<file path="config.mk">
export PLATFORM = sky130hd
export DESIGN_NAME = ifu_flat
export DESIGN_NICKNAME = d
export VERILOG_FILES = /design/src/rtl/ifu_pkg.sv /design/src/rtl/ifu_if.sv /design/src/rtl/ifu_stdreg.sv /design/src/rtl/ifu.sv /design/src/flat_wrapper.sv
export SDC_FILE = /design/constraint.sdc
export NUM_CORES = 1
export LEC_CHECK = 0
export CAP_MARGIN = 20
export CORE_MARGIN = 2
export CORE_UTILIZATION = 48
export CTS_CLUSTER_DIAMETER = 50
export DETAILED_ROUTE_END_ITERATION = 10
export HOLD_SLACK_MARGIN = 0.08
export PLACE_DENSITY = 0.95
export SKIP_CTS_REPAIR_TIMING = 1
export SYNTH_ARGS = -nofsm -noshare
export SYNTH_HDL_FRONTEND = slang
export SYNTH_HIERARCHICAL = 1
export SYNTH_SLANG_ARGS = --single-unit
</file>
<file path="constraint.sdc">
create_clock -name i_clk -period 5.5 [get_ports i_clk]
set_clock_uncertainty 0.15 [all_clocks]
set_input_delay 1.1 -clock i_clk [delete_from_list [all_inputs] [get_ports i_clk]]
set_output_delay 1.1 -clock i_clk [all_outputs]
set_load 0.02 [all_outputs]
</file>
<file path="src/rtl/ifu_pkg.sv">
// Shared constants for the instruction fetch unit: widths, boot address,
// bus response codes and FSM state encodings.
package ifu_pkg;

  localparam int unsigned CPU_WIDTH = 32;

  localparam logic [CPU_WIDTH-1:0] IFU_RESET_PC = 32'h8000_0000;

  localparam logic [1:0] RESP_OKAY   = 2'b00;
  localparam logic [1:0] RESP_SLVERR = 2'b10;
  localparam logic [1:0] RESP_DECERR = 2'b11;

  localparam logic [1:0] ST_IDLE = 2'd0;
  localparam logic [1:0] ST_ADDR = 2'd1;
  localparam logic [1:0] ST_DATA = 2'd2;
  localparam logic [1:0] ST_HOLD = 2'd3;

  // Instruction words must sit on a 4-byte boundary.
  function automatic logic is_misaligned(input logic [CPU_WIDTH-1:0] addr);
    return addr[1:0] != 2'b00;
  endfunction

endpackage

</file>
<file path="src/rtl/ifu_if.sv">
// Signal bundle between the IFU and its neighbours: PC input, instruction
// read bus and the IDU handoff. master = IFU side, slave = environment side.
interface ifu_if;
  import ifu_pkg::*;

  logic [CPU_WIDTH-1:0] i_pc;
  logic                 i_pc_valid;
  logic [CPU_WIDTH-1:0] o_araddr;
  logic                 o_arvalid;
  logic                 i_arready;
  logic [CPU_WIDTH-1:0] i_rdata;
  logic [1:0]           i_rresp;
  logic                 i_rvalid;
  logic                 o_rready;
  logic [CPU_WIDTH-1:0] o_inst;
  logic                 o_ifu_valid;
  logic                 i_idu_ready;
  logic                 o_ifu_access_fault;
  logic                 o_busy;
  logic [31:0]          o_fetch_cnt;

  modport master (
    input  i_pc, i_pc_valid, i_arready, i_rdata, i_rresp, i_rvalid, i_idu_ready,
    output o_araddr, o_arvalid, o_rready, o_inst, o_ifu_valid,
           o_ifu_access_fault, o_busy, o_fetch_cnt
  );

  modport slave (
    output i_pc, i_pc_valid, i_arready, i_rdata, i_rresp, i_rvalid, i_idu_ready,
    input  o_araddr, o_arvalid, o_rready, o_inst, o_ifu_valid,
           o_ifu_access_fault, o_busy, o_fetch_cnt
  );

endinterface

</file>
<file path="src/rtl/ifu_stdreg.sv">
// Plain register with write enable and asynchronous reset.
module ifu_stdreg #(
  parameter int unsigned WIDTH = 1,
  parameter logic [WIDTH-1:0] RESET_VAL = '0
) (
  input  logic             i_clk,
  input  logic             i_rst,
  input  logic             i_we,
  input  logic [WIDTH-1:0] i_d,
  output logic [WIDTH-1:0] o_q
);

  // Load on write enable, otherwise hold.
  always_ff @(posedge i_clk or posedge i_rst) begin
    if (i_rst)     o_q <= RESET_VAL;
    else if (i_we) o_q <= i_d;
  end

endmodule

</file>
<file path="src/rtl/ifu.sv">
// Instruction fetch unit: one bus read per committed PC, result handed to
// the IDU under valid/ready. A misaligned PC faults without touching the bus.
module ifu
  import ifu_pkg::*;
#(
  parameter logic [CPU_WIDTH-1:0] RESET_PC = IFU_RESET_PC
) (
  input logic   i_clk,
  input logic   i_rst,
  ifu_if.master bus
);

  logic [1:0]           state_reg, state_next;
  logic                 boot_pending_reg;
  logic [CPU_WIDTH-1:0] araddr_reg;
  logic [31:0]          fetch_cnt_reg;

  logic                 launch;
  logic [CPU_WIDTH-1:0] launch_addr;
  logic                 launch_misaligned;
  logic                 rd_done;
  logic                 idu_done;
  logic                 rd_fault;

  logic                 hold_we;
  logic [CPU_WIDTH:0]   hold_d;
  logic [CPU_WIDTH:0]   hold_q;

  assign launch            = (state_reg == ST_IDLE) && (boot_pending_reg || bus.i_pc_valid);
  assign launch_addr       = boot_pending_reg ? RESET_PC : bus.i_pc;
  assign launch_misaligned = launch && is_misaligned(launch_addr);
  assign rd_done           = (state_reg == ST_DATA) && bus.i_rvalid;
  assign idu_done          = (state_reg == ST_HOLD) && bus.i_idu_ready;
  assign rd_fault          = bus.i_rresp != RESP_OKAY;

  // Next-state logic for the fetch FSM.
  always_comb begin
    state_next = state_reg;
    case (state_reg)
      ST_IDLE: if (launch) state_next = launch_misaligned ? ST_HOLD : ST_ADDR;
      ST_ADDR: if (bus.i_arready) state_next = ST_DATA;
      ST_DATA: if (bus.i_rvalid) state_next = ST_HOLD;
      ST_HOLD: if (bus.i_idu_ready) state_next = ST_IDLE;
      default: state_next = ST_IDLE;
    endcase
  end

  // State register, boot flag, latched read address and handshake counter.
  always_ff @(posedge i_clk or posedge i_rst) begin
    if (i_rst) begin
      state_reg        <= ST_IDLE;
      boot_pending_reg <= 1'b1;
      araddr_reg       <= '0;
      fetch_cnt_reg    <= '0;
    end else begin
      state_reg <= state_next;
      if (launch) begin
        boot_pending_reg <= 1'b0;
        araddr_reg       <= launch_addr;
      end
      if (idu_done) fetch_cnt_reg <= fetch_cnt_reg + 32'd1;
    end
  end

  // Fault bit and instruction word are captured together; a faulting fetch
  // always presents a zero instruction so bus garbage never reaches the IDU.
  always_comb begin
    hold_we = launch_misaligned || rd_done;
    hold_d  = '0;
    if (launch_misaligned) hold_d = {1'b1, {CPU_WIDTH{1'b0}}};
    else if (rd_fault)     hold_d = {1'b1, {CPU_WIDTH{1'b0}}};
    else                   hold_d = {1'b0, bus.i_rdata};
  end

  ifu_stdreg #(
    .WIDTH     (CPU_WIDTH + 1),
    .RESET_VAL ('0)
  ) u_hold_reg (
    .i_clk (i_clk),
    .i_rst (i_rst),
    .i_we  (hold_we),
    .i_d   (hold_d),
    .o_q   (hold_q)
  );

  assign bus.o_araddr           = araddr_reg;
  assign bus.o_arvalid          = state_reg == ST_ADDR;
  assign bus.o_rready           = state_reg == ST_DATA;
  assign bus.o_ifu_valid        = state_reg == ST_HOLD;
  assign bus.o_busy             = state_reg != ST_IDLE;
  assign bus.o_inst             = hold_q[CPU_WIDTH-1:0];
  assign bus.o_ifu_access_fault = hold_q[CPU_WIDTH];
  assign bus.o_fetch_cnt        = fetch_cnt_reg;

endmodule

</file>
<file path="src/flat_wrapper.sv">
// flat-port wrapper written by rule: the top's interface ports become plain ports
module ifu_flat import ifu_pkg::*;
#(
  parameter logic [CPU_WIDTH-1:0] RESET_PC = IFU_RESET_PC
)
  (i_clk, i_rst, bus_i_pc, bus_i_pc_valid, bus_i_arready, bus_i_rdata, bus_i_rresp, bus_i_rvalid, bus_i_idu_ready, bus_o_araddr, bus_o_arvalid, bus_o_rready, bus_o_inst, bus_o_ifu_valid, bus_o_ifu_access_fault, bus_o_busy, bus_o_fetch_cnt);
  ifu_if bus_i ();
  input logic i_clk;
  input logic i_rst;
  input wire logic [$bits(bus_i.i_pc)-1:0] bus_i_pc;
  input wire logic [$bits(bus_i.i_pc_valid)-1:0] bus_i_pc_valid;
  input wire logic [$bits(bus_i.i_arready)-1:0] bus_i_arready;
  input wire logic [$bits(bus_i.i_rdata)-1:0] bus_i_rdata;
  input wire logic [$bits(bus_i.i_rresp)-1:0] bus_i_rresp;
  input wire logic [$bits(bus_i.i_rvalid)-1:0] bus_i_rvalid;
  input wire logic [$bits(bus_i.i_idu_ready)-1:0] bus_i_idu_ready;
  output wire logic [$bits(bus_i.o_araddr)-1:0] bus_o_araddr;
  output wire logic [$bits(bus_i.o_arvalid)-1:0] bus_o_arvalid;
  output wire logic [$bits(bus_i.o_rready)-1:0] bus_o_rready;
  output wire logic [$bits(bus_i.o_inst)-1:0] bus_o_inst;
  output wire logic [$bits(bus_i.o_ifu_valid)-1:0] bus_o_ifu_valid;
  output wire logic [$bits(bus_i.o_ifu_access_fault)-1:0] bus_o_ifu_access_fault;
  output wire logic [$bits(bus_i.o_busy)-1:0] bus_o_busy;
  output wire logic [$bits(bus_i.o_fetch_cnt)-1:0] bus_o_fetch_cnt;
  assign bus_i.i_pc = bus_i_pc;
  assign bus_i.i_pc_valid = bus_i_pc_valid;
  assign bus_i.i_arready = bus_i_arready;
  assign bus_i.i_rdata = bus_i_rdata;
  assign bus_i.i_rresp = bus_i_rresp;
  assign bus_i.i_rvalid = bus_i_rvalid;
  assign bus_i.i_idu_ready = bus_i_idu_ready;
  assign bus_o_araddr = bus_i.o_araddr;
  assign bus_o_arvalid = bus_i.o_arvalid;
  assign bus_o_rready = bus_i.o_rready;
  assign bus_o_inst = bus_i.o_inst;
  assign bus_o_ifu_valid = bus_i.o_ifu_valid;
  assign bus_o_ifu_access_fault = bus_i.o_ifu_access_fault;
  assign bus_o_busy = bus_i.o_busy;
  assign bus_o_fetch_cnt = bus_i.o_fetch_cnt;
  ifu #(.RESET_PC(RESET_PC)) u_core (.i_clk(i_clk), .i_rst(i_rst), .bus(bus_i));
endmodule
</file>
; ---- Word-level counts from Yosys, hierarchy flattened
; Cells that the tools add are included.
[totals]
reg_bits = 100
inputBits = 72
out_inout_bits = 101
word_cells = 33
[op_classes]
addsub = 1
eq_ne = 7
mux = 9
n_reduce_logical = 11
[ops]
columns = cell, count
row1 = $mux W33, 2
row2 = $add A32 B1 Y32 const B, 1
row3 = $mux W32, 1
row4 = $mux W2, 5
row5 = $pmux W2 S4, 1
row6 = $ne A2 B2 Y1 const B, 3
row7 = $reduce_bool A2 Y1, 3
row8 = $eq A2 B2 Y1 const B, 2
row9 = $logic_and A1 B1 Y1, 4
row10 = $reduce_and A4 Y1, 1
row11 = $eq A2 B1 Y1 const B, 1
row12 = $logic_not A2 Y1, 1
row13 = $logic_or A1 B1 Y1, 2
row14 = $ne A2 B1 Y1 const B, 1

; ---- Depth between registers and ports, before layout
; Gate-level depths: netlist (run 1).
[logic_depth]
word_depth = 6
ltp_mapped = 8
depth_no_buf = 7

; ---- Modules after synthesis
; Netlist (run 1), hierarchy kept.
[by_module_without_submodules]
columns = module, instances, cells_per_inst, area_per_inst_um2, seq_area_each_um2
row1 = ifu, 1, 330, 3255.6, 1677.9
row2 = ifu_stdreg, 1, 71, 1385.1, 825.8

; ---- Worst setup path before layout (run 1)
; No wires, ideal clock.
[synth_timing]
path_kind = input -> register
from = in bus_i_pc[0]
to = reg u_core.u_hold_reg.o_q[32]
setup_time_ps = 125
arrival_ps = 2114
required_time_ps = 5225
setup_slack_ps = 3111
stages = 6
n_path_buf = 1
cell_sequence = nor2_1 -> nor4b_2 -> nor3_1 -> clkbuf_1 -> inv_1 -> mux2_4
[synth_via]
elab_chain_len = 4
elab_cells_between_ends = 5
cone_classes = mux: 2 / reduce/logical: 3
[synth_lines]
columns = item, line
row1 = start: declaration, flat_wrapper.sv:10  ; input wire logic [$bits(bus_i.i_pc)-1:0] bus_i_pc;
row2 = $mux W32, ifu.sv:30  ; assign launch_addr = boot_pending_reg ? RESET_PC : bus.i_pc;
row3 = $reduce_bool A2 Y1, ifu_pkg.sv:20  ; return addr[1:0] != 2'b00;
row4 = $logic_and A1 B1 Y1, ifu.sv:31  ; assign launch_misaligned = launch && is_misaligned(launch_addr);
row5 = $mux W33, ifu.sv:70  ; if (launch_misaligned) hold_d = {1'b1, {CPU_WIDTH{1'b0}}};
row6 = via u_core.hold_d[32], ifu.sv:26  ; logic [CPU_WIDTH:0] hold_d;
row7 = end signal: assignment, ifu_stdreg.sv:16  ; else if (i_we) o_q <= i_d;
row8 = end: declaration, ifu_stdreg.sv:10  ; output logic [WIDTH-1:0] o_q
; The timed path passes the listed nets, and every way through them passes these cells.
; A chain may end at the register's enable or synchronous reset.

; ---- Worst setup path after layout (run 1)
[layout_timing]
from = in bus_i_pc[0]
to = reg u_core.u_hold_reg.o_q[13]
[layout_via]
elab_chain_len = 4
elab_cells_between_ends = 5
cone_classes = mux: 2 / reduce/logical: 3
[layout_lines]
columns = item, line
row1 = $mux W32, ifu.sv:30
row2 = $reduce_bool A2 Y1, ifu_pkg.sv:20
row3 = $logic_and A1 B1 Y1, ifu.sv:31
row4 = $logic_or A1 B1 Y1, ifu.sv:68  ; hold_we = launch_misaligned || rd_done;
row5 = via u_core.hold_we, ifu.sv:25  ; logic hold_we;
; The timed path passes the listed nets, and every way through them passes these cells.

==> out/summary.log, run 1 <==
qor: power.share_comb_of_total_power 47.3%
qor: clocking.ctsLongestPathBuffers 2
qor: worst_hold_path.worstHoldStart u_core/bus.o_araddr[25]
qor: sta.finalHoldViolCount 0
qor: yosys.synth_compound_area_share 4.13%
qor: power.seqPwrFrac 37.3%
qor: yosys.syn_area 4640 sq um
qor: sta.worst-slew-pin-transition 1.03 ns
qor: clocking.numClockSinks 100
qor: floorplanning.initial_core_util 49.8%
qor: status.outcome finished, final reports clean
qor: critical_path.end_kind flop
qor: power.worst_ir_drop_vdd 0.000307 V
qor: cells_and_area.most-common-layout-cells clkdlybuf4s50_1, dfrtp_1, nand2_1
qor: power.power.clock.fraction 15.3%
qor: critical_path.critPathLaunchType primary input
qor: cells_and_area.largest_register_ffs 33
qor: grt.grt_pass1_vias 3723
qor: critical_path.worst-endpoint-required 5.59 ns
qor: yosys.synthSimpleGateAreaFrac 19.4%
qor: floorplanning.number_of_rows_in_the_core_area 35
qor: yosys.synth_fp_nets 479
qor: clocking.clock_tree.root_cell clkbuf_8
qor: power.power_per_cell_area 452 nW/um^2
qor: critical_path.path_class in2reg
qor: power.p_switching 1.09 mW
qor: yosys.netlist_instances 401
qor: clocking.cts-buffers-inserted 9
qor: cells_and_area.final_net_count 647
qor: critical_path.rr_startpoint u_core/state_reg[1]
qor: yosys.ys_seq_area_share 53.9%
qor: power.power_switching_share 36.3%
qor: route.detail_route.drc_violations 0
qor: cells_and_area.fillers 655
qor: worst_hold_path.hold_depth 2
qor: floorplanning.floorplan.io_pins 173
qor: sta.final.period_utilization 58.2%
qor: clocking.worst_skew_pair.late_latency 0.35 ns
qor: route.wl 11.2 mm
qor: placed_design.io_buffer_count 172
qor: critical_path.rrSetupSlack 2.65 ns
qor: cells_and_area.drive_gt1_share 10.8%
qor: power.leakage_power 2.97 nW
qor: floorplanning.fp.dieArea 10500 sq um
qor: route.via_count 3572
qor: grt.grt_start_max_net_pins 53
qor: yosys.synth-adder-area-share 1.62%
qor: route.detail_route.first_pass.iterations 5
qor: sta.setup_repair_after_global_routing_missed_its_margin no
qor: grt.grt_overflow 0
qor: sta.relative_max_transition_margin 31.4%
qor: sta.totalNegativeSetupSlack 0 ns
qor: yosys.synthMuxAreaShare 11.3%
qor: placed_design.gpl.final_weighted_congestion 0.813
qor: sta.period_minus_slack 3.20 ns
qor: grt.grt_first_pass_wirelength 17.8 mm
qor: sta.setup_violations 0
qor: run.max_capacitance_violation_count 0
qor: critical_path.ff2ff_path_depth 6
qor: critical_path.worstPathMaxFanout 33
qor: cells_and_area.register_area 2500 sq um
qor: power.intPower 1.91 mW
qor: sta.finalMaxSlewViolations 0
qor: cells_and_area.multi_input_area 1980 sq um
qor: cells_and_area.regMostFlops u_core/u_hold_reg/o_q
qor: yosys.synth_top_family_by_area simple AND/OR/NAND/NOR gates
qor: cells_and_area.commonest_non_fill_non_tap_cell_in_the_layout clkdlybuf4s50_1
qor: yosys.synth.ff_latch_count 100
qor: worst_hold_path.holdCritPathClass reg2reg
qor: critical_path.crit_arrival 3.29 ns
qor: power.finalPower 3.00 mW
qor: route.drt_iter0_markers 128
qor: clocking.cts_htree_levels 3
qor: yosys.ys_types 35
qor: yosys.syn_avg_cell_area 11.6 sq um
qor: grt.grt_antenna_before_repair 0
qor: route.route.detailed.vias_per_inst 5.08
qor: floorplanning.die_h 102 um
qor: clocking.clkTransAtPathRegs 0.10 ns
qor: critical_path.reg2reg_to u_core/u_hold_reg/o_q[13]
qor: worst_hold_path.min_to u_core/bus.o_araddr[25]
qor: route.detail-route-antenna-nets 0
qor: placed_design.dpl.hpwl 8.43 mm
qor: yosys.synth_xor_area_share 5.85%
qor: floorplanning.fp.dieW 102 um
qor: sta.achievable-frequency 312 MHz
qor: yosys.synth-warning-count 6
qor: grt.grt_use_total 21.7%
qor: route.routed_wire_length_per_instance 16.0 um
qor: clocking.tritoncts built
qor: floorplanning.core 9330 sq um
qor: cells_and_area.syn2layout_area_growth 43.2%
qor: cells_and_area.insertedDiodeCount 0
==> cell usage after synthesis <==
library cell | instances | area, sq um
a21o_1 | 1 | 7.51
clkbuf_1 | 13 | 48.8
dfstp_2 | 1 | 26.3
nor4_4 | 1 | 21.3
nor4_1 | 1 | 6.26
nand4_2 | 1 | 12.5
dfrtp_1 | 99 | 2480
buf_6 | 1 | 11.3
o21ai_1 | 1 | 5.00
o31a_1 | 1 | 8.76
nand4_1 | 14 | 87.6
buf_2 | 1 | 5.00
ha_1 | 6 | 75.1
mux2_2 | 4 | 45.0
buf_4 | 1 | 7.51
nor4_2 | 1 | 12.5
nor2b_1 | 1 | 6.26
nand3_2 | 1 | 10.0
nand2_1 | 43 | 161
nand3_1 | 10 | 50.1
xnor2_1 | 26 | 228
buf_12 | 3 | 60.1
o21ai_0 | 32 | 160
inv_1 | 11 | 41.3
nor4b_2 | 1 | 15.0
mux2i_1 | 3 | 30.0
and3_1 | 7 | 43.8
nand2b_1 | 31 | 194
and2_1 | 33 | 206
a222oi_1 | 1 | 10.0
mux2_4 | 30 | 450
nor2_1 | 9 | 33.8
nor3_1 | 6 | 30.0
and4_1 | 1 | 8.76
xor2_1 | 5 | 43.8
==> critical path, cell delays in order <==
cell and delay (ns):
clkdlybuf4s50_1 0.49, nor2_1 0.07, nor4b_2 0.35, a21o_2 0.84, mux2_2 0.42
==> layout make-up <==
| type | instances | area share, % |
|---|---|---|
| inverters | 11 | 0.621 |
| repair buffers | 176 | 26.5 |
| multi-input cells | 271 | 29.8 |
| well taps | 129 | 2.43 |
| clock buffers | 11 | 1.98 |
| clock inverters | 5 | 0.941 |
| flip-flops and latches | 100 | 37.7 |
==> stage by stage <==
stage / cell area [sq um] / util, % / setup slack (ns) / hold WS (ns) / instances
finish: 6650 / 71.2 / 2.30 / 0.336 / 703
detailed placement: 6450 / 69.2 / 1.92 / 0.321 / 687
floorplan: 4640 / - / 2.57 / 0.425 / 401
global route: 6650 / 71.2 / 2.21 / 0.368 / 703
CTS: 6650 / 71.2 / 2.31 / 0.334 / 703
global placement: 6430 / 68.9 / 1.99 / 0.312 / 686
==> per-layer routing <==
metal / global-route usage [%] / up-vias / part of all wire (%)
li1: - / 1665 / -
met4: 8.41 / 0 / 2.5
met3: 4.17 / 27 / 5.1
met2: 37.7 / 161 / 52
met5: 0 / - / 0
met1: 26.9 / 1719 / 40
==> power groups by stage <==
| stage | clock network (mW) | registers [mW] | logic, mW |
|---|---|---|---|
| 3_5_place_dp | 0 | 1.13 | 1.43 |
| 3_3_place_gp | 0 | 1.12 | 1.38 |
| 4_1_cts | 0.473 | 1.12 | 1.44 |
| 6_report | 0.460 | 1.12 | 1.42 |
| 5_1_grt | 0.508 | 1.15 | 1.51 |
| 2_1_floorplan | 0 | 1.39 | 0.526 |
==> cell families (layout without fill, tap and decap cells) <==
kind of cell	after synthesis	count (layout)
AO/OA/AOI/OAI	36	36
multiplexers	37	37
flip-flops	100	100
XOR/XNOR	31	31
buffers and inverters	30	203
adder cells (fa/ha/maj)	6	6
AND/OR/NAND/NOR	161	161
==> worst max-delay path by stage <==
stage / from / endpoint / slack [ns] / cells past startpoint
2_1_floorplan: i_rst / u_core/bus.o_araddr[0] / 2.57 / 1
3_3_place_gp: bus_i_pc[0] / u_core/u_hold_reg/o_q[13] / 1.99 / 5
3_5_place_dp: bus_i_pc[0] / u_core/u_hold_reg/o_q[13] / 1.92 / 5
4_1_cts: bus_i_pc[0] / u_core/u_hold_reg/o_q[13] / 2.31 / 5
5_1_grt: bus_i_pc[0] / u_core/u_hold_reg/o_q[13] / 2.21 / 5
6_report: bus_i_pc[0] / u_core/u_hold_reg/o_q[13] / 2.30 / 5
(Power assumes the default switching activity.)
==> inputs of run 2 (changes only) <==
--- a/config.mk
+++ b/config.mk
@@ -7,11 +7,11 @@
 export LEC_CHECK = 0
 export CAP_MARGIN = 20
 export CORE_MARGIN = 2
-export CORE_UTILIZATION = 48
+export CORE_UTILIZATION = 45
 export CTS_CLUSTER_DIAMETER = 50
 export DETAILED_ROUTE_END_ITERATION = 10
 export HOLD_SLACK_MARGIN = 0.08
-export PLACE_DENSITY = 0.95
+export PLACE_DENSITY = 0.92
 export SKIP_CTS_REPAIR_TIMING = 1
 export SYNTH_ARGS = -nofsm -noshare
 export SYNTH_HDL_FRONTEND = slang
==> constraint.sdc (replaced) <==
create_clock -name i_clk -period 3.2 [get_ports i_clk]
set_clock_uncertainty 0.15 [all_clocks]
set_input_delay 0.64 -clock i_clk [delete_from_list [all_inputs] [get_ports i_clk]]
set_output_delay 0.64 -clock i_clk [all_outputs]
set_load 0.02 [all_outputs]
==> out/summary.log, run 2 (synthesis results as in run 1) <==
qor: critical_path.path_delay_family buffers and inverters
qor: critical_path.worstPathMaxFanout 4
qor: placed_design.gpl.final_weighted_congestion 0.862
qor: power.leakage_power 2.99 nW
qor: grt.grt_overflow 0
qor: route.drt_iter0_markers 162
qor: placed_design.placed_cells 696
qor: cells_and_area.most-common-layout-cells clkdlybuf4s50_1, dfrtp_1, nand2_1
qor: critical_path.ff2ff_path_depth 7
qor: power.worst_ir_drop_vdd 0.000515 V
qor: sta.totalNegativeSetupSlack 0 ns
qor: worst_hold_path.holdCritPathClass reg2reg
qor: route.via_count 3482
qor: critical_path.reg2reg_to u_core/u_hold_reg/o_q[12]
qor: sta.achievable-frequency 374 MHz
qor: cells_and_area.final_net_count 649
qor: run.max_capacitance_violation_count 0
qor: cells_and_area.commonest_non_fill_non_tap_cell_in_the_layout clkdlybuf4s50_1
qor: critical_path.crit_top_cell inv_1
qor: power.power_per_cell_area 769 nW/um^2
qor: placed_design.worst_setup_slack_post_dpl 0.515 ns
qor: placed_design.dpl.hpwl 8.06 mm
qor: clocking.tritoncts built
qor: grt.grt_pass1_vias 3594
qor: floorplanning.die_h 106 um
qor: cells_and_area.insertedDiodeCount 0
qor: grt.grt_use_total 19.7%
qor: cells_and_area.fillers 753
qor: worst_hold_path.hold_depth 2
qor: critical_path.end_kind output port
qor: floorplanning.fp.dieW 106 um
qor: floorplanning.initial_core_util 45.6%
qor: sta.fin_worst_hold_slack 0.339 ns
qor: route.detail-route-antenna-nets 0
qor: floorplanning.number_of_rows_in_the_core_area 37
qor: critical_path.path_class reg2out
qor: floorplanning.core 10200 sq um
qor: worst_hold_path.worstHoldStart u_core/bus.o_araddr[1]
qor: sta.finalHoldViolCount 0
qor: critical_path.worst-endpoint-required 2.41 ns
qor: clocking.cts-buffers-inserted 9
qor: cells_and_area.number_of_cells_in_the_finished_layout_apart_from_fillers 712
qor: route.detail_route.drc_violations 0
qor: status.outcome finished, final reports clean
qor: cells_and_area.utilization 65.7%
qor: cells_and_area.regMostFlops u_core/u_hold_reg/o_q
qor: cells_and_area.largest_register_ffs 33
qor: critical_path.rrSetupSlack 0.81 ns
qor: sta.final_critical_path_setup_slack 0.524 ns
qor: sta.worst-slew-pin-transition 0.535 ns
qor: worst_hold_path.min_to u_core/bus.o_araddr[1]
qor: clocking.numClockSinks 100
qor: sta.setup_violations 0
qor: critical_path.worst_path_max_delay_cell clkdlybuf4s50_1
qor: clocking.worst_skew_pair.late_latency 0.37 ns
qor: clocking.clock_tree.root_cell clkbuf_8
qor: sta.period_minus_slack 2.68 ns
qor: grt.grt_start_max_net_pins 49
qor: clocking.ctsLongestPathBuffers 2
qor: floorplanning.floorplan.io_pins 173
qor: clocking.clkTransAtPathRegs 0.10 ns
qor: sta.final.period_utilization 83.6%
qor: critical_path.worstPathCellList inv_1 -> ha_1 -> inv_1 -> clkdlybuf4s50_1
qor: grt.grt_first_pass_wirelength 17.4 mm
qor: route.routed_wire_length_per_instance 15.1 um
qor: cells_and_area.drive_gt1_share 11.5%
qor: grt.grt_antenna_before_repair 0
qor: cells_and_area.syn2layout_area_growth 44.2%
qor: sta.setup_repair_after_global_routing_missed_its_margin no
qor: critical_path.critPathBufInv 3
qor: route.wl 10.7 mm
qor: placed_design.io_buffer_count 172
qor: sta.relative_max_transition_margin 64.1%
qor: route.detail_route.first_pass.iterations 4
qor: route.route.detailed.vias_per_inst 4.89
qor: sta.finalMaxSlewViolations 0
qor: critical_path.rr_startpoint u_core/state_reg[0]
qor: critical_path.crit_arrival 1.89 ns
qor: critical_path.critPathMaxStageDelay 0.64 ns
qor: critical_path.critPathLaunchType flop
qor: clocking.cts_htree_levels 3
qor: floorplanning.fp.dieArea 11100 sq um
==> run 2: report_power, final <==
part | switching, mW | internal, mW | total, mW | leakage, nW
Combinational | 1.17 | 1.26 | 2.44 | 1.58
Clock | 0.475 | 0.305 | 0.779 | 0.0968
Sequential | 0.263 | 1.67 | 1.93 | 1.31
==> run 2: worst max-delay path by stage <==
stage	start	endpoint	slack, ns	depth (start not counted)
after CTS	u_core/state_reg[0]	bus_o_busy	0.48	4
final	u_core/state_reg[0]	bus_o_busy	0.52	4
after global routing	u_core/state_reg[0]	bus_o_busy	0.40	4
after global placement	bus_i_pc[0]	u_core/u_hold_reg/o_q[12]	0.56	6
after floorplan	i_rst	u_core/bus.o_araddr[0]	0.73	1
after detailed placement	bus_i_pc[0]	u_core/u_hold_reg/o_q[13]	0.52	6
==> run 2: worst reg2reg max path: cells and delay by family, from the launching register on <==
family / cells / cell delay, ns
mux: 1 / 0.38
buf+inv: 3 / 0.47
simple gates: 1 / 0.41
fa+ha+maj: 1 / 0.26
compound gates: 1 / 0.17
flops: 1 / 0.42
==> run 2: per-layer routing <==
metal,track usage [%],up-vias,routed length (um)
li1,-,1666,-
met1,24.3,1675,4400
met2,34.3,124,5550
met3,4.45,17,597
met4,5.92,0,187
met5,0,-,0
==> run 2: area by class of cell <==
class | count | area [sq um] | area share [%]
Sequential cell | 100 | 2500 | 37.4
Multi-Input combinational cell | 271 | 1980 | 29.6
Timing Repair Buffer | 178 | 1800 | 27.0
Tap cell | 136 | 170 | 2.54
Clock buffer | 9 | 124 | 1.85
Clock inverter | 7 | 68.8 | 1.03
Inverter | 11 | 41.3 | 0.617
==> run 2: stage by stage <==
step	power [mW]	instance area (sq um)
floorplan	3.29	4640
global placement	4.32	6500
detailed placement	4.41	6500
CTS	5.21	6690
global route	5.43	6690
finish	5.15	6690
==> inputs of run 3 (changes only) <==
--- a/config.mk
+++ b/config.mk
@@ -7,11 +7,11 @@
 export LEC_CHECK = 0
 export CAP_MARGIN = 20
 export CORE_MARGIN = 2
-export CORE_UTILIZATION = 45
+export CORE_UTILIZATION = 40
 export CTS_CLUSTER_DIAMETER = 50
 export DETAILED_ROUTE_END_ITERATION = 10
 export HOLD_SLACK_MARGIN = 0.08
-export PLACE_DENSITY = 0.92
+export PLACE_DENSITY = 0.87
 export SKIP_CTS_REPAIR_TIMING = 1
 export SYNTH_ARGS = -nofsm -noshare
 export SYNTH_HDL_FRONTEND = slang
==> constraint.sdc (replaced) <==
create_clock -name i_clk -period 2.4 [get_ports i_clk]
set_clock_uncertainty 0.15 [all_clocks]
set_input_delay 0.48 -clock i_clk [delete_from_list [all_inputs] [get_ports i_clk]]
set_output_delay 0.48 -clock i_clk [all_outputs]
set_load 0.02 [all_outputs]
==> out/summary.log, run 3 (synthesis results as in run 1) <==
qor: cells_and_area.multi_input_area 1980 sq um
qor: sta.setup_repair_after_global_routing_missed_its_margin no
qor: clocking.tritoncts built
qor: route.detail_route.first_pass.iterations 4
qor: floorplanning.fp.dieArea 12500 sq um
qor: cells_and_area.final_design_area_no_fill 6860 sq um
qor: placed_design.gpl.final_weighted_congestion 0.854
qor: cells_and_area.insertedDiodeCount 0
qor: floorplanning.initial_core_util 40.8%
qor: route.via_count 3503
qor: cells_and_area.largest_register_ffs 33
qor: cells_and_area.number_of_cells_in_the_finished_layout_apart_from_fillers 726
qor: clocking.ctsLongestPathBuffers 2
qor: critical_path.path_class reg2out
qor: clocking.worst_skew_pair.late_latency 0.33 ns
qor: cells_and_area.drive_gt1_share 12.5%
qor: cells_and_area.commonest_non_fill_non_tap_cell_in_the_layout clkdlybuf4s50_1
qor: clocking.cts_htree_levels 3
qor: cells_and_area.final_net_count 656
qor: route.detail-route-antenna-nets 0
qor: clocking.cts-buffers-inserted 9
qor: critical_path.crit_arrival 1.67 ns
qor: power.worst_ir_drop_vdd 0.000614 V
qor: route.route.detailed.vias_per_inst 4.83
qor: critical_path.worstPathMaxFanout 5
qor: cells_and_area.register_area 2500 sq um
qor: sta.achievable-frequency 435 MHz
qor: grt.grt_pass1_vias 3707
qor: sta.period_minus_slack 2.30 ns
qor: sta.finalMaxSlewViolations 0
qor: clocking.numClockSinks 100
qor: grt.grt_overflow 0
qor: sta.relative_max_transition_margin 66.1%
qor: sta.worst-slew-pin-transition 0.504 ns
qor: critical_path.worst-endpoint-required 1.77 ns
qor: critical_path.rrSetupSlack 0.19 ns
qor: cells_and_area.most-common-layout-cells clkdlybuf4s50_1, dfrtp_1, nand2_1
qor: floorplanning.fp.dieW 112 um
qor: sta.final.period_utilization 95.7%
qor: placed_design.placed_cells 710
qor: grt.grt_antenna_before_repair 0
qor: clocking.clock_tree.root_cell clkbuf_16
qor: critical_path.critPathLaunchType flop
qor: cells_and_area.syn2layout_area_growth 47.9%
qor: clocking.clkTransAtPathRegs 0.07 ns
qor: floorplanning.number_of_rows_in_the_core_area 39
qor: floorplanning.core 11400 sq um
qor: power.power_per_cell_area 1050 nW/um^2
qor: sta.totalNegativeSetupSlack 0 ns
qor: placed_design.cell_area_placed 6570 sq um
qor: cells_and_area.regMostFlops u_core/u_hold_reg/o_q
qor: critical_path.ff2ff_path_depth 8
qor: run.max_capacitance_violation_count 0
qor: route.wl 11.0 mm
qor: critical_path.end_kind output port
qor: placed_design.io_buffer_count 172
qor: floorplanning.die_h 112 um
qor: cells_and_area.fillers 920
qor: power.leakage_power 3.10 nW
qor: placed_design.dpl.hpwl 8.38 mm
qor: grt.grt_use_total 17.8%
qor: grt.grt_first_pass_wirelength 18.0 mm
qor: grt.grt_start_max_net_pins 68
qor: route.drt_iter0_markers 179
qor: status.outcome finished, final reports clean
qor: sta.setup_violations 0
qor: sta.finalHoldViolCount 0
qor: route.detail_route.drc_violations 0
qor: route.routed_wire_length_per_instance 15.2 um
qor: worst_hold_path.holdCritPathClass in2async
qor: floorplanning.floorplan.io_pins 173
run 3: cell count changes in the layout (fill, tap and decap cells not counted), sizes merged:
cell	change
clkinv	+1
dlymetal6s2s	+3
clkdlybuf4s50	-3
buf	+7
inv	-4
clkbuf	+2
clkinvlp	+1
run 3: path summary, 6_finish.rpt:
check | startpoint | end
worst max-delay path | u_core/state_reg[0] | bus_o_ifu_valid
worst min-delay path | i_rst | u_core/u_hold_reg/o_q[32]
worst max register to register | u_core/state_reg[1] | u_core/u_hold_reg/o_q[13]
worst min register to register | u_core/bus.o_araddr[28] | u_core/bus.o_araddr[28]
max in group asynchronous | i_rst | u_core/boot_pending_reg
min in group i_clk | u_core/bus.o_araddr[28] | u_core/bus.o_araddr[28]
run 3: layout make-up:
cell class | instances | share of cell area (%)
clock buffer | 11 | 3.54
clock inverter | 5 | 0.547
inverter | 11 | 0.602
multi-input combinational | 271 | 28.9
sequential | 100 | 36.5
tap | 143 | 2.61
timing repair buffer | 185 | 27.3
run 3: report_power, final:
part           total, mW  switching, mW  internal, mW
sequential          2.57          0.343          2.23
clock               1.34          0.603         0.733
combinational       3.30           1.58          1.72
run 3: layer usage:
metal  routed length, um  vias up  share of wire [%]  global-route usage (%)
li1                    -     1684                  -                       -
met1                4440     1691                 40                    21.0
met2                5750      107                 52                    31.8
met3                 592       21                5.4                    4.74
met4                 253        0                2.3                    5.51
met5                   0        -                  0                       0
run 3: worst max-delay path: stages (launching register included):
cell and delay (ns):
dfrtp_1 0.38, ha_1 0.29, clkdlybuf4s50_1 0.67
run 3: per-stage QoR:
stage | util [%] | hold slack, ns | worst slack [ns] | power, mW
2_1_floorplan | - | 0.425 | 0.0885 | 4.39
3_3_place_gp | 57.8 | 0.313 | 0.0443 | 5.83
3_5_place_dp | 57.8 | 0.320 | 0.00686 | 5.93
4_1_cts | 60.3 | 0.190 | -0.104 | 7.31
5_1_grt | 60.4 | 0.187 | 0.00266 | 7.62
6_report | 60.4 | 0.197 | 0.103 | 7.21
